### src/rtl/memory_access.sv
// memory_access: execute->writeback stage of the swt16 core; issues data-memory
//   loads/stores over req/ack and registers the writeback triple.
// Latency: 1 cycle for ALU results; load result 1 cycle after dmem_ack.
// Backpressure: out_stall is high for every WAIT cycle; upstream holds in_* stable.
//
// Ports:
//   clock, reset (async, active-high)
//   in_valid, in_op_load, in_op_store, in_act_write_res_to_reg, in_res,
//   in_store_data, in_res_reg_idx      : instruction from execute
//   out_stall                          : combinational decode of WAIT state
//   dmem_req/we/addr/wdata             : registered memory request
//   dmem_ack, dmem_rdata               : memory completion and read data
//   out_act_write_res_to_reg, out_res,
//   out_res_reg_idx                    : registered writeback triple
//   out_err                            : one-cycle timeout pulse
// Optional feature: define MEMORY_ACCESS_TIMEOUT_EN to enable the WAIT watchdog
//   (TIMEOUT_CYCLES); otherwise WAIT lasts until ack and out_err is tied to 0.
module memory_access #(
  parameter int DMEM_ADDR_WIDTH = 12,
  parameter int DMEM_WORD_WIDTH = 16,
  parameter int IALU_WORD_WIDTH = 16,
  parameter int REG_IDX_WIDTH   = 4,
  parameter int TIMEOUT_CYCLES  = 15
) (
  input  logic                       clock,
  input  logic                       reset,
  input  logic                       in_valid,
  input  logic                       in_op_load,
  input  logic                       in_op_store,
  input  logic                       in_act_write_res_to_reg,
  input  logic [IALU_WORD_WIDTH-1:0] in_res,
  input  logic [DMEM_WORD_WIDTH-1:0] in_store_data,
  input  logic [REG_IDX_WIDTH-1:0]   in_res_reg_idx,
  output logic                       out_stall,
  output logic                       dmem_req,
  output logic                       dmem_we,
  output logic [DMEM_ADDR_WIDTH-1:0] dmem_addr,
  output logic [DMEM_WORD_WIDTH-1:0] dmem_wdata,
  input  logic                       dmem_ack,
  input  logic [DMEM_WORD_WIDTH-1:0] dmem_rdata,
  output logic                       out_act_write_res_to_reg,
  output logic [IALU_WORD_WIDTH-1:0] out_res,
  output logic [REG_IDX_WIDTH-1:0]   out_res_reg_idx,
  output logic                       out_err
);

  typedef enum logic [0:0] {S_IDLE, S_WAIT} state_t;

  state_t                     r_state, w_state_nxt;
  logic                       r_req, w_req_nxt;
  logic                       r_we, w_we_nxt;
  logic [DMEM_ADDR_WIDTH-1:0] r_addr, w_addr_nxt;
  logic [DMEM_WORD_WIDTH-1:0] r_wdata, w_wdata_nxt;
  logic                       r_act, w_act_nxt;
  logic [IALU_WORD_WIDTH-1:0] r_res, w_res_nxt;
  logic [REG_IDX_WIDTH-1:0]   r_idx, w_idx_nxt;
  logic [REG_IDX_WIDTH-1:0]   r_ld_idx, w_ld_idx_nxt;
  logic                       r_is_load, w_is_load_nxt;
  logic                       w_mem_op;

  // Only the low address bits reach the memory.
  logic [IALU_WORD_WIDTH-DMEM_ADDR_WIDTH-1:0] w_unused_res_hi;
  assign w_unused_res_hi = in_res[IALU_WORD_WIDTH-1:DMEM_ADDR_WIDTH];

  assign w_mem_op = in_op_load | in_op_store;

`ifdef MEMORY_ACCESS_TIMEOUT_EN
  localparam int CNT_W = $clog2(TIMEOUT_CYCLES + 1);
  logic [CNT_W-1:0] r_cnt;
  logic             r_err, w_err_nxt;
  logic             w_expire;

  // r_cnt counts completed WAIT cycles; it is 0 in the first WAIT cycle,
  // so expiry in cycle TIMEOUT_CYCLES of WAIT sees TIMEOUT_CYCLES-1.
  assign w_expire = (r_state == S_WAIT) && (r_cnt == CNT_W'(TIMEOUT_CYCLES - 1));

  always_ff @(posedge clock or posedge reset) begin
    if (reset) begin
      r_cnt <= '0;
      r_err <= 1'b0;
    end else begin
      r_err <= w_err_nxt;
      if (r_state == S_WAIT) r_cnt <= r_cnt + CNT_W'(1);
      else                   r_cnt <= '0;
    end
  end
  assign out_err = r_err;
`else
  localparam int unused_timeout_cycles = TIMEOUT_CYCLES;
  assign out_err = 1'b0;
`endif

  // State and registered outputs
  always_ff @(posedge clock or posedge reset) begin
    if (reset) begin
      r_state   <= S_IDLE;
      r_req     <= 1'b0;
      r_we      <= 1'b0;
      r_addr    <= '0;
      r_wdata   <= '0;
      r_act     <= 1'b0;
      r_res     <= '0;
      r_idx     <= '0;
      r_ld_idx  <= '0;
      r_is_load <= 1'b0;
    end else begin
      r_state   <= w_state_nxt;
      r_req     <= w_req_nxt;
      r_we      <= w_we_nxt;
      r_addr    <= w_addr_nxt;
      r_wdata   <= w_wdata_nxt;
      r_act     <= w_act_nxt;
      r_res     <= w_res_nxt;
      r_idx     <= w_idx_nxt;
      r_ld_idx  <= w_ld_idx_nxt;
      r_is_load <= w_is_load_nxt;
    end
  end

  // Next-state and next-output decode. The writeback triple defaults to a
  // bubble; the request fields hold their values unless explicitly changed.
  always_comb begin
    w_state_nxt   = r_state;
    w_req_nxt     = r_req;
    w_we_nxt      = r_we;
    w_addr_nxt    = r_addr;
    w_wdata_nxt   = r_wdata;
    w_act_nxt     = 1'b0;
    w_res_nxt     = '0;
    w_idx_nxt     = '0;
    w_ld_idx_nxt  = r_ld_idx;
    w_is_load_nxt = r_is_load;
`ifdef MEMORY_ACCESS_TIMEOUT_EN
    w_err_nxt     = 1'b0;
`endif
    case (r_state)
      S_IDLE: begin
        if (in_valid) begin
          if (w_mem_op) begin
            w_req_nxt     = 1'b1;
            w_we_nxt      = in_op_store;
            w_addr_nxt    = in_res[DMEM_ADDR_WIDTH-1:0];
            w_wdata_nxt   = in_store_data;
            w_ld_idx_nxt  = in_res_reg_idx;
            // load+store together behaves as a store: no register write
            w_is_load_nxt = in_op_load & ~in_op_store;
            w_state_nxt   = S_WAIT;
          end else begin
            w_act_nxt = in_act_write_res_to_reg;
            w_res_nxt = in_res;
            w_idx_nxt = in_res_reg_idx;
          end
        end
      end
      S_WAIT: begin
        // ack is checked first so it wins over a simultaneous timeout
        if (dmem_ack) begin
          w_req_nxt   = 1'b0;
          w_we_nxt    = 1'b0;
          w_state_nxt = S_IDLE;
          if (r_is_load) begin
            w_act_nxt = 1'b1;
            w_res_nxt = dmem_rdata;
            w_idx_nxt = r_ld_idx;
          end
        end
`ifdef MEMORY_ACCESS_TIMEOUT_EN
        else if (w_expire) begin
          w_req_nxt   = 1'b0;
          w_we_nxt    = 1'b0;
          w_err_nxt   = 1'b1;
          w_state_nxt = S_IDLE;
        end
`endif
      end
      default: w_state_nxt = S_IDLE;
    endcase
  end

  assign out_stall                = (r_state == S_WAIT);
  assign dmem_req                 = r_req;
  assign dmem_we                  = r_we;
  assign dmem_addr                = r_addr;
  assign dmem_wdata               = r_wdata;
  assign out_act_write_res_to_reg = r_act;
  assign out_res                  = r_res;
  assign out_res_reg_idx          = r_idx;

endmodule
### config.mk
export PLATFORM = sky130hd
export DESIGN_NAME = memory_access
export DESIGN_NICKNAME = d
export VERILOG_FILES = /design/src/rtl/memory_access.sv
export SDC_FILE = /design/constraint.sdc
export NUM_CORES = 1
export LEC_CHECK = 0
export CAP_MARGIN = 25
export CORE_MARGIN = 10
export CORE_UTILIZATION = 36
export DETAILED_ROUTE_END_ITERATION = 16
export GPL_ROUTABILITY_DRIVEN = 0
export GPL_TIMING_DRIVEN = 0
export PLACE_DENSITY_LB_ADDON = 0.08
export SLEW_MARGIN = 20
export SYNTH_ARGS = -nofsm -noshare
export SYNTH_HDL_FRONTEND = slang
export SYNTH_SLANG_ARGS = --single-unit
### constraint.sdc
create_clock -name clock -period 1.6 [get_ports clock]
set_input_delay 0.32 -clock clock [delete_from_list [all_inputs] [get_ports clock]]
set_output_delay 0.32 -clock clock [all_outputs]
set_load 0.005 [all_outputs]
Word level (Yosys, flattened, before mapping)
Index checks and enable logic that the tools add are counted.
{"block": "classes", "muxes": 26, "eq_ne": 3, "reduce_logical": 2, "bitwise": 4}
{"cell": "16-bit two-way mux", "n": 4}
{"cell": "16-bit one-hot mux with 2 select lines", "n": 1}
{"cell": "4-bit two-way mux", "n": 4}
{"cell": "1-bit two-way mux", "n": 12}
{"cell": "1-bit one-hot mux with 2 select lines", "n": 4}
{"cell": "4-bit one-hot mux with 2 select lines", "n": 1}
{"cell": "2-bit inequality test (second input constant)", "n": 3}
{"cell": "3-bit AND reduction", "n": 2}
{"cell": "1-bit NOT", "n": 2}
{"cell": "1-bit bitwise AND", "n": 1}
{"cell": "1-bit bitwise OR", "n": 1}
{"block": "word_totals", "out_inout_bits": 53, "input_bits": 59, "word_cells": 45, "reg_bits": 57}

Depth between registers and ports, before layout
Gate-level depths: netlist of the first run.
{"block": "depth", "word_depth": 4, "ltp_mapped": 5, "depth_no_buf": 3}

Worst setup path before layout of the first run
OpenSTA, ideal clock, no wires.
{"block": "synth_timing", "path_kind": "register to register", "startpoint": "register r_state, in the netlist out_stall", "endpoint": "register r_addr[0], in the netlist dmem_addr[0]", "n_path_buf": 2, "path_stages_with_launch": 6, "setup_time_ps": 125, "t_arrival_ps": 1297, "setup_slack_ps": 178, "period_less_slack_ps": 1422, "required_time_ps": 1475, "path_cell_list": "dfrtp_1 nor2b_2 o21a_1 buf_6 buf_12 mux2_4"}
{"block": "synth_via", "elab_chain_len": 2}
{"element": "start, declared", "line": "49", "source": "state_t r_state, w_state_nxt;"}
{"element": "start signal, assigned", "line": "107", "source": "r_state <= w_state_nxt;"}
{"element": "1-bit NOT (no line)"}
{"element": "3-bit AND reduction (no line)"}
{"element": "end signal, assigned", "line": "110", "source": "r_addr <= w_addr_nxt;"}
{"element": "end, declared", "line": "52", "source": "logic [DMEM_ADDR_WIDTH-1:0] r_addr, w_addr_nxt;"}
Every way passes these cells.
A chain may end at the register's enable or synchronous reset.

Worst setup path in the final report of the first run
{"block": "layout_timing", "startpoint": "input port in_valid", "endpoint": "register r_addr[8], in the netlist dmem_addr[8]"}
{"block": "layout_via", "elab_chain_len": 1}
{"element": "start, declared", "line": "27", "source": "input logic in_valid,"}
{"element": "3-bit AND reduction (no line)"}
Every way passes these cells.

==> results of run 1 <==
==> timing repair <==
action | 4_1_cts | 5_1_grt
endpoints found under the setup margin | 1 | 29
setup buffers | 0 | 3
gates resized for setup | 2 | 2
==> placed cells by master, fill, tap and decap left out, drive strengths merged <==
cell type,count
nor2b,1
clkbuf,15
buf,11
clkinvlp,1
clkdlybuf4s50,108
dlymetal6s2s,1
o21a,1
a21oi,2
o21ai,1
a22o,20
mux2,32
a22oi,1
conb,1
inv,1
and3,1
nand3,1
clkinv,3
nor3b,1
dlygate4sd2,1
nand2,2
a21o,3
dfrtp,57
==> logic make-up after synthesis <==
logic type             after synthesis  share of synthesized area (%)
DFF                                 57                           62.9
other                                1                          0.165
and+or+nand+nor                      6                           1.77
buffers and inverters               11                           4.58
AOI/OAI and AO/OA                   28                           10.0
muxes                               32                           20.5
==> final cells by class <==
cell class,count,area (µm²)
Multi-Input combinational cell,67,742
Clock inverter,3,15.0
Buffer,9,96.3
Inverter,2,11.3
Timing Repair Buffer,114,1140
Clock buffer,13,159
Fill cell,490,2340
Sequential cell,57,1430
Tap cell,75,93.8
==> path summary, 6_finish.rpt <==
path                                 startpoint                          to  slack (ps)  cells after the start
hold reg to reg            dmem_req$_DFFE_PP0P_        dmem_req$_DFFE_PP0P_         480                      1
hold / removal                            reset  dmem_wdata[11]$_DFFE_PP0P_         400                      2
setup reg to reg            out_stall$_DFF_PP0_    dmem_addr[8]$_DFFE_PP0P_         120                      5
setup / recovery                       in_valid    dmem_addr[8]$_DFFE_PP0P_          40                      6
max in group asynchronous                 reset   dmem_addr[10]$_DFFE_PP0P_         660                      3
min in group clock         dmem_req$_DFFE_PP0P_        dmem_req$_DFFE_PP0P_         480                      1
==> per-stage QoR <==
step | worst slack (ps) | power, µW | instance area, µm²
3_3_place_gp | -313 | 3030 | 3470
2_1_floorplan | 178 | 2330 | 2270
3_5_place_dp | -335 | 3050 | 3490
5_1_grt | -2.43 | 4410 | 3690
4_1_cts | 16.2 | 4250 | 3660
6_report | 42.0 | 4180 | 3690
==> power groups by stage <==
stage / sequential, µW / clock, µW / combinational, µW
final: 1830 / 1170 / 1180
after detailed placement: 1840 / 0 / 1200
after global placement: 1840 / 0 / 1180
after CTS: 1830 / 1230 / 1200
after floorplan: 1860 / 0 / 464
after global routing: 1860 / 1280 / 1260
==> metal layers <==
metal,GRT usage [%],vias to the layer above,share of wire (%)
met5,0,-,0
li1,-,737,-
met3,6.16,9,10
met1,14.2,749,43
met2,17.9,66,46
met4,5.95,0,1.3
==> flow_summary.yaml, run 1 <==
status:
  status: "finished, final reports clean"
routing:
  vias: 1561
  wirelength_um: 5890
  via_per_inst: 4.59
  final_antenna_net_count: 0
  wl_per_cell_um: 17.3
  dr.pass1.iters: 3
  drc_errors: 0
  drtIter0Drc: 15
critical_path:
  endpoint_kind: "flip-flop"
  path_buf_inv: 3
  crit_fanout: 10
  cp_cell_sequence: "clkdlybuf4s50_1, nor2b_4, o21a_1, buf_6, buf_12, mux2_4"
  critPathLaunchType: "input pin"
  crit_type: "input pin to flip-flop"
  worstPathRequired_ps: 1810
  cpMaxStageDelayCell: "clkdlybuf4s50_1"
  critPathMaxStageDelay_ps: 500
  arrival_ps: 1770
  cpLargestDelayFamily: "buffers and inverters"
timing:
  layout_min_cycle_time_ps: 1560
  whs_ps: 398
  tightest_slew_ps: 573
  hold_violations: 0
  tns_ps: 0
  setup_viol: 0
  clock.fmax_mhz: 642
  slew_headroom_pct: 61.8
  finalCritPeriodShare_pct: 97.4
  finalClockSkew_ps: 4.02
  final_max_slew_viol_count: 0
power_and_ir_drop:
  p_comb_share_pct: 28.2
  switching_share_pct: 23.9
  switchingPower_uw: 998
  cellLeakagePower_uw: 0.00166
  ir_worst_vdd_uv: 599
  p_int_uw: 3180
  power_density_nw_per_um2: 1130
  power.share.clock_pct: 28.1
  pwr-share-seq_pct: 43.8
synth:
  yosysSeqAreaShare_pct: 62.9
  synth-seq-cells: 57
  synth.most_common_cell: "dfrtp_1"
  ys_types: 21
  synth_top_area_cell: "dfrtp_1"
  syn_nets: 194
  synth_common_cells: "dfrtp_1, mux2_4, a22o_1"
  syn_area_um2: 2270
  yosys.area.top_type_share_pct: 62.9
  synth_edf_count: 0
  synth_ff_type: "dfrtp_1"
  syn_avg_cell_area_um2: 16.8
  synth-async-reset-ratio_pct: 100
  yosys_warnings: 0
  ys_top_cells_by_area: "dfrtp_1, mux2_4, a22o_1"
  netlist_instances: 135
worst_hold_path:
  hp-class: "input pin to async pin"
floorplan:
  dieArea_um2: 9870
  start_util_pct: 37.6
  io_pins: 112
  die_h_um: 99.4
  core_um2: 6030
  die_w_um: 99.4
  rows: 28
clock_tree:
  cts-root-buf: "clkbuf_8"
  h-tree-depth: 3
  clkSlewWorstSetupHoldPaths_ps: 60
  cts_tree: "done"
  cts_buffers: 9
  ctsHoldBuffers: 0
  cts_sinks: 57
  clkLatencyLatePin_ps: 330
  clock_tree.buffer_depth: 2
place:
  io_buffer_count: 110
  dp_hpwl_um: 4480
  dp_cells: 321
run:
  drv_cap: 0
cells_and_area:
  area_growth_pct: 62.7
  layoutNonFillerInstCount: 340
  drive_gt1_share_pct: 23.0
  fin_util_pct: 61.2
  fin_nets: 319
  n_antenna_cell: 0
grt:
  track_usage_pct: 12.1
  grt_pass1_vias: 1691
  grt_pass1_wl_um: 9390
  antenna_found_initial: 0
  global_route.overflow_total: 0
  grt_max_degree: 34
Power figures use the tool's default switching activity.
==> run 2: changes to the inputs <==
Settings changed: GPL_ROUTABILITY_DRIVEN 0 to 1, SETUP_SLACK_MARGIN set to 0.5.
==> flow_summary.yaml, run 2 (synthesized netlist as in run 1, its figures left out) <==
floorplan:
  rows: 28
  core_um2: 6030
  io_pins: 112
  die_h_um: 99.4
  start_util_pct: 37.6
  dieArea_um2: 9870
  die_w_um: 99.4
timing:
  clock.fmax_mhz: 677
  hold_violations: 0
  final_max_slew_viol_count: 0
  finalClockSkew_ps: 6.60
  fin_ws_ps: 122
  tightest_slew_ps: 638
  layout_min_cycle_time_ps: 1480
  finalCritPeriodShare_pct: 92.4
  slew_headroom_pct: 57.4
  rsz0062_at_grt: "true"
  setup_viol: 0
routing:
  wirelength_um: 6320
  wl_per_cell_um: 17.0
  final_antenna_net_count: 0
  via_per_inst: 4.54
  drc_errors: 0
  dr.pass1.iters: 4
  vias: 1690
  drtIter0Drc: 38
clock_tree:
  clkLatencyLatePin_ps: 330
  ctsHoldBuffers: 0
  clkSlewWorstSetupHoldPaths_ps: 70
  h-tree-depth: 3
  cts_sinks: 57
  cts_buffers: 9
  clock_tree.buffer_depth: 2
  cts-root-buf: "clkbuf_8"
  cts_tree: "done"
cells_and_area:
  n_antenna_cell: 0
  final_common_cell: "dfrtp_1"
  fin_nets: 352
  area_growth_pct: 66.3
  fin_area_um2: 3770
  final_cell_mix: "dfrtp_1, clkdlybuf4s50_1, buf_2"
  fin_util_pct: 62.6
  drive_gt1_share_pct: 50.2
run:
  drv_cap: 0
place:
  gp_congestion: 0.697
  io_buffer_count: 110
  pre_cts_ws_ps: -319
  placed_cell_area_um2: 3490
  dp_hpwl_um: 4480
critical_path:
  arrival_ps: 1700
  cp_cell_sequence: "nor2b_4, o21a_1, buf_6, buf_12, buf_16, mux2_4"
  crit_type: "flip-flop to flip-flop"
  endpoint_kind: "flip-flop"
  worstPathRequired_ps: 1820
  path_buf_inv: 3
  cpLargestDelayFamily: "flip-flops"
  crit_fanout: 6
  critPathLaunchType: "flip-flop"
  critPathMaxStageDelay_ps: 430
  cpMaxStageDelayCell: "dfrtp_2"
power_and_ir_drop:
  pwr-share-seq_pct: 41.8
  ir_worst_vdd_uv: 685
  power_density_nw_per_um2: 1150
  power.share.clock_pct: 29.1
  cellLeakagePower_uw: 0.00189
  switchingPower_uw: 1090
  switching_share_pct: 25.0
  p_int_uw: 3260
  p_comb_share_pct: 29.1
worst_hold_path:
  hp-class: "input pin to async pin"
grt:
  grt_pass1_vias: 1828
  antenna_found_initial: 0
  grt_pass1_wl_um: 10000
  grt_max_degree: 30
  track_usage_pct: 13.0
  global_route.overflow_total: 0
status:
  status: "finished, final reports clean"
-- run 2: what timing repair did --
action                                  CTS  global route
endpoints found under the setup margin  107           107
cloned                                    1             0
pin swaps                                 0             1
setup buffers                            17            18
gates resized for setup                 223             4
endpoints found under the hold margin     0             0
-- run 2: through the flow --
step	std cells	power (µW)	hold WS (ps)	setup TNS (ps)
after global routing	372	4590	464	0
after floorplan	135	2330	406	0
after detailed placement	321	3050	469	-13390
after CTS	354	4260	378	0
final	372	4350	419	0
after global placement	320	3030	462	-22140
-- run 2: metal layers --
layer	vias to the layer above	wire [µm]	global-route usage [%]
met2	68	2940	19.4
met3	5	598	6.92
met4	0	34	4.63
li1	801	-	-
met5	-	0	0
met1	816	2740	15.5
-- run 2: final cells by class --
type,instances,area [µm²]
Fill cell,486,2260
Sequential cell,57,1430
Timing Repair Buffer,147,1170
Multi-Input combinational cell,67,756
Clock buffer,9,124
Buffer,9,123
Tap cell,75,93.8
Clock inverter,6,60.1
Inverter,2,11.3
-- run 2: power groups by stage --
stage	sequential, µW	combinational (µW)	clock, µW
CTS	1810	1140	1310
detailed placement	1850	1200	0
global placement	1850	1180	0
finish	1810	1270	1270
floorplan	1860	465	0
global route	1840	1370	1380
-- run 2: final timing paths --
kind,end,slack (ps),startpoint,depth (start not counted)
min reg2reg,dmem_req$_DFFE_PP0P_,480,dmem_req$_DFFE_PP0P_,1
max,dmem_wdata[6]$_DFFE_PP0P_,120,out_stall$_DFF_PP0_,6
min in group clock,r_is_load$_DFFE_PP0P_,460,in_op_store,2
min,dmem_wdata[1]$_DFFE_PP0P_,420,reset,2
max reg2reg,dmem_wdata[6]$_DFFE_PP0P_,120,out_stall$_DFF_PP0_,6
max in group asynchronous,dmem_addr[6]$_DFFE_PP0P_,630,reset,3
